`src/rtl/prog_loader.sv`:
```
// Boot-time program loader: parses a LEN / data / CHK byte frame, writes the
// image into instruction memory from address 0 and releases the CPU on a good checksum.
module prog_loader #(
    parameter int SIZE   = 8,
    parameter int ADDR_W = 8
) (
    input  logic              clk,
    input  logic              rstn,
    input  logic [SIZE-1:0]   in_data,
    input  logic              in_valid,
    output logic              in_ready,
    input  logic              reload,
    output logic              mem_we,
    output logic [ADDR_W-1:0] mem_addr,
    output logic [SIZE-1:0]   mem_wdata,
    output logic              cpu_rstn,
    output logic              load_done,
    output logic              load_err
);

    typedef enum logic [2:0] {
        IDLE  = 3'd0,
        LOAD  = 3'd1,
        CHECK = 3'd2,
        RUN   = 3'd3,
        ERR   = 3'd4
    } state_e;

    state_e              state_q;
    logic [ADDR_W-1:0]   len_q;
    logic [ADDR_W-1:0]   cnt_q;
    logic [SIZE-1:0]     sum_q;
    logic                mem_we_q;
    logic [ADDR_W-1:0]   mem_addr_q;
    logic [SIZE-1:0]     mem_wdata_q;
    logic                cpu_rstn_q;
    logic                load_done_q;
    logic                load_err_q;
    logic                accept;
    logic [ADDR_W-1:0]   len_in;

    // Valid/ready: a byte moves on a rising edge where in_valid && in_ready;
    // in_ready depends only on state (and is held low while rstn is asserted).
    assign in_ready = rstn && (state_q != RUN);
    assign accept   = in_valid && in_ready;
    assign len_in   = in_data[ADDR_W-1:0];

    assign mem_we    = mem_we_q;
    assign mem_addr  = mem_addr_q;
    assign mem_wdata = mem_wdata_q;
    assign cpu_rstn  = cpu_rstn_q;
    assign load_done = load_done_q;
    assign load_err  = load_err_q;

    always_ff @(posedge clk or negedge rstn) begin
        if (!rstn) begin
            state_q     <= IDLE;
            len_q       <= '0;
            cnt_q       <= '0;
            sum_q       <= '0;
            mem_we_q    <= 1'b0;
            mem_addr_q  <= '0;
            mem_wdata_q <= '0;
            cpu_rstn_q  <= 1'b0;
            load_done_q <= 1'b0;
            load_err_q  <= 1'b0;
        end else begin
            mem_we_q <= 1'b0;
            case (state_q)
                // ERR behaves like IDLE: the next accepted byte is a fresh LEN.
                IDLE, ERR: begin
                    if (accept) begin
                        len_q      <= len_in;
                        cnt_q      <= '0;
                        sum_q      <= '0;
                        load_err_q <= 1'b0;
                        state_q    <= (len_in == '0) ? CHECK : LOAD;
                    end
                end
                LOAD: begin
                    if (accept) begin
                        mem_we_q    <= 1'b1;
                        mem_addr_q  <= cnt_q;
                        mem_wdata_q <= in_data;
                        sum_q       <= sum_q + in_data;
                        cnt_q       <= cnt_q + ADDR_W'(1);
                        if (cnt_q == len_q - ADDR_W'(1)) begin
                            state_q <= CHECK;
                        end
                    end
                end
                CHECK: begin
                    if (accept) begin
                        if (in_data == sum_q) begin
                            state_q     <= RUN;
                            cpu_rstn_q  <= 1'b1;
                            load_done_q <= 1'b1;
                        end else begin
                            state_q    <= ERR;
                            load_err_q <= 1'b1;
                        end
                    end
                end
                RUN: begin
                    if (reload) begin
                        state_q     <= IDLE;
                        cpu_rstn_q  <= 1'b0;
                        load_done_q <= 1'b0;
                    end
                end
                default: begin
                    state_q <= IDLE;
                end
            endcase
        end
    end

endmodule

```
`config.mk`:
```
export PLATFORM = sky130hd
export DESIGN_NAME = prog_loader
export DESIGN_NICKNAME = d
export VERILOG_FILES = /design/src/rtl/prog_loader.sv
export SDC_FILE = /design/constraint.sdc
export NUM_CORES = 1
export LEC_CHECK = 0
export CAP_MARGIN = 20
export CORE_MARGIN = 1.5
export CORE_UTILIZATION = 57
export CTS_BUF_LIST = sky130_fd_sc_hd__clkbuf_4
export DETAILED_ROUTE_END_ITERATION = 10
export PLACE_DENSITY = 0.92
export SYNTH_ARGS = -nofsm -noshare
export SYNTH_HDL_FRONTEND = slang
export SYNTH_SLANG_ARGS = --single-unit
```
`constraint.sdc`:
```
create_clock -name clk -period 2.15 [get_ports clk]
set_input_delay 0.3225 -clock clk [delete_from_list [all_inputs] [get_ports clk]]
set_output_delay 0.3225 -clock clk [all_outputs]
set_load 0.005 [all_outputs]
```
==> flow_summary.toml <==
[outcome]
run_status = "finished, final reports clean"

[cells_and_area]
antennaDiodeCount = 0
syn2layout_area_growth_pct = 22.9
seqCellArea_um2 = 1150
fill_cells = 284
multi_input_comb_area_um2 = 1240
drive_gt1_share_pct = 11.2
fin_cells = 379
layout.nets = 350

[floorplanning]
placementRows = 23
start_util_pct = 60.7
die_h_um = 69.0
coreArea_um2 = 4090
dieArea_um2 = 4760
io_pins = 33
fp.dieW_um = 69.0

[yosys]
yosysTopAreaCellShare_pct = 46.4
synth_fp_nets = 301
yosys_warnings = 0
synthDistinctLibCells = 40
synth.avg_cell_area_um2 = 8.90
syn_inst = 279
yosysSeqAreaShare_pct = 46.4
synthArstFlopShare_pct = 100
ys.flop_type = "dfrtp_1"
synth_most_common_cell = "nand2_1"
yosys.area.top_type = "dfrtp_1"
yosys-top-cells-count = "nand2_1, dfrtp_1, nor2_1, o21ai_0"
synth_area_leaders = "dfrtp_1, nand2_1, ha_1, xnor2_1, xor2_1"
ys_seq_elements = 46
mappedNetlistArea_um2 = 2480
synth_edf_count = 0

[timing]
skew_ps = 18.3
period_share_pct = 97.8
max_freq_mhz = 475
setup_ws_ps = 46.6
fin_crit_ps = 2100
rsz0062_at_grt = "no"
max_slew_margin_pct = 59.9
setup_violations = 0
worstMarginPinSlew_ps = 596
final-max-slew-violation-count = 0
hold_violations = 0

[placed_design]
dp_slack_ps = -331
hpwlAfterDp_um = 4390
place.gp.congestion = 0.915
io_buffers = 32
placed_cells = 370

[route]
firstDrtPassIters = 5
via_per_inst = 5.91
drtAntennaViolNets = 0
first_iter_violations = 169
remaining_drc_errors = 0
finalWirelength_um = 6220
wl_per_cell_um = 16.4
num_vias = 2241

[clock_tree]
cts_setup_buffers = 0
clockBufferDepth = 2
cts-resized-gates = 0
clkSinkCount = 46
cts.clk_slew.worst_paths_ps = 140
clk_latency_ps = 360
numCtsBuffers = 5
htree_num_levels = 2
cts_tree = "built"
clockRootBuffer = "clkbuf_4"

[global_routing]
grt_remaining_overflow = 0
track_usage_pct = 29.8
grt_pass1_wl_um = 10200
antenna_found_initial = 0
grt_pass1_vias = 2177
grt_max_degree = 39

[pwr]
p_per_area_nw_per_um2 = 1220
peakVddDrop_uv = 719
p_leak_nw = 1.48

[hold_path]
hold_path_class = "primary input to asynchronous set/reset pin"

[job]
drv_cap = 0

[setup_path]
criticalPathCategory = "primary input to register"
crit_path_start_kind = "primary input"
worstPathMaxFanout = 2
cp.required_ps = 2390
cp-end-kind = "register"
arrival_ps = 2340
stage by stage:
step	hold WS (ps)	power, W	cell area, um^2	util [%]	TNS, ps
floorplan	26.9	0.00247	2480	-	0
finish	57.4	0.00373	3050	74.7	0
CTS	76.8	0.00372	3050	74.7	0
detailed placement	209	0.00314	2960	72.4	-785
global route	98.5	0.00397	3050	74.7	0
global placement	201	0.00301	2960	72.4	-401
routing by layer:
| layer | global-route usage (%) | share of wire [%] |
|---|---|---|
| met5 | 0 | 0 |
| met4 | 16.2 | 4.2 |
| met3 | 7.14 | 6.0 |
| met2 | 49.9 | 51 |
| met1 | 35.4 | 39 |
area by class of cell:
type / instances / area share, %
Tap cell: 50 / 2.05
Multi-Input combinational cell: 214 / 40.6
Inverter: 5 / 0.615
Clock inverter: 1 / 0.984
Clock buffer: 7 / 1.72
Sequential cell: 46 / 37.7
Timing Repair Buffer: 56 / 16.3
worst paths after layout:
kind	from	endpoint	slack, ps	cells past startpoint
max in group asynchronous	rstn	load_done	1430	2
worst max register to register	sum_q[0]	sum_q[6]	60	8
min in group clk	rstn	state_q[2]	460	4
worst min register to register	mem_wdata[4]	mem_wdata[4]	490	2
worst max-delay path	in_data[0]	sum_q[6]	50	9
worst min-delay path	rstn	cnt_q[6]	60	2
cell usage in the layout (no fill, tap or decap), drive strengths merged:
cell | netlist | routed
o41ai | 1 | 1
o32ai | 1 | 1
mux2i | 2 | 2
o22a | 1 | 1
xor2 | 12 | 12
nand3b | 3 | 3
bufinv | 0 | 1
and4 | 1 | 1
o21ai | 13 | 13
dfrtp | 46 | 46
a211oi | 1 | 1
nor4 | 7 | 7
and3 | 2 | 2
fa | 1 | 1
clkbuf | 9 | 7
o31ai | 2 | 2
xnor2 | 12 | 12
inv | 5 | 5
or3 | 2 | 2
buf | 5 | 24
nor2b | 2 | 2
a211o | 1 | 1
a21oi | 11 | 11
clkdlybuf4s50 | 0 | 31
ha | 9 | 9
dlygate4sd3 | 0 | 1
o211ai | 1 | 1
and2 | 2 | 2
a31oi | 3 | 3
a2111oi | 1 | 1
a21boi | 1 | 1
nand4 | 1 | 1
nor2 | 13 | 13
a21o | 3 | 3
nand2b | 2 | 2
nand2 | 86 | 86
nor3 | 6 | 6
nand3 | 11 | 11
worst max-delay path, cell delays in order:
cell and delay, ps:
clkdlybuf4s50_1 430, ha_1 230, fa_1 390, a21o_1 180, a21o_1 190, a21o_1 170
a21oi_1 170, xor2_1 170, o21ai_0 100
logic make-up after synthesis:
kind of cell             synth area share [%]
flip-flops                               46.4
XOR/XNOR                                 8.47
adder cells (fa/ha/maj)                  5.34
AND/OR/NAND/NOR                          25.5
AO/OA/AOI/OAI                            9.78
multiplexers                            0.806
buffers and inverters                    3.73
report_power, final:
group | leakage [nW] | internal (W) | switching [W] | total (W)
logic | 0.844 | 0.000872 | 0.000851 | 0.00172
registers | 0.594 | 0.00116 | 0.000300 | 0.00146
clock network | 0.0463 | 0.000272 | 0.000275 | 0.000547
total | 1.48 | 0.00230 | 0.00143 | 0.00373
sequential cells by signal, indices dropped and copies added (netlist names):
register / flops
state_q: 3
sum_q: 8
load_err: 1
len_q: 8
mem_addr: 8
cnt_q: 8
mem_wdata: 8
load_done: 1
mem_we: 1
what timing repair did:
action | CTS | global route
setup endpoints to repair | 0 | 0
hold buffers | 1 | 0
endpoints found under the hold margin | 8 | 0
(Power assumes the default switching activity.)
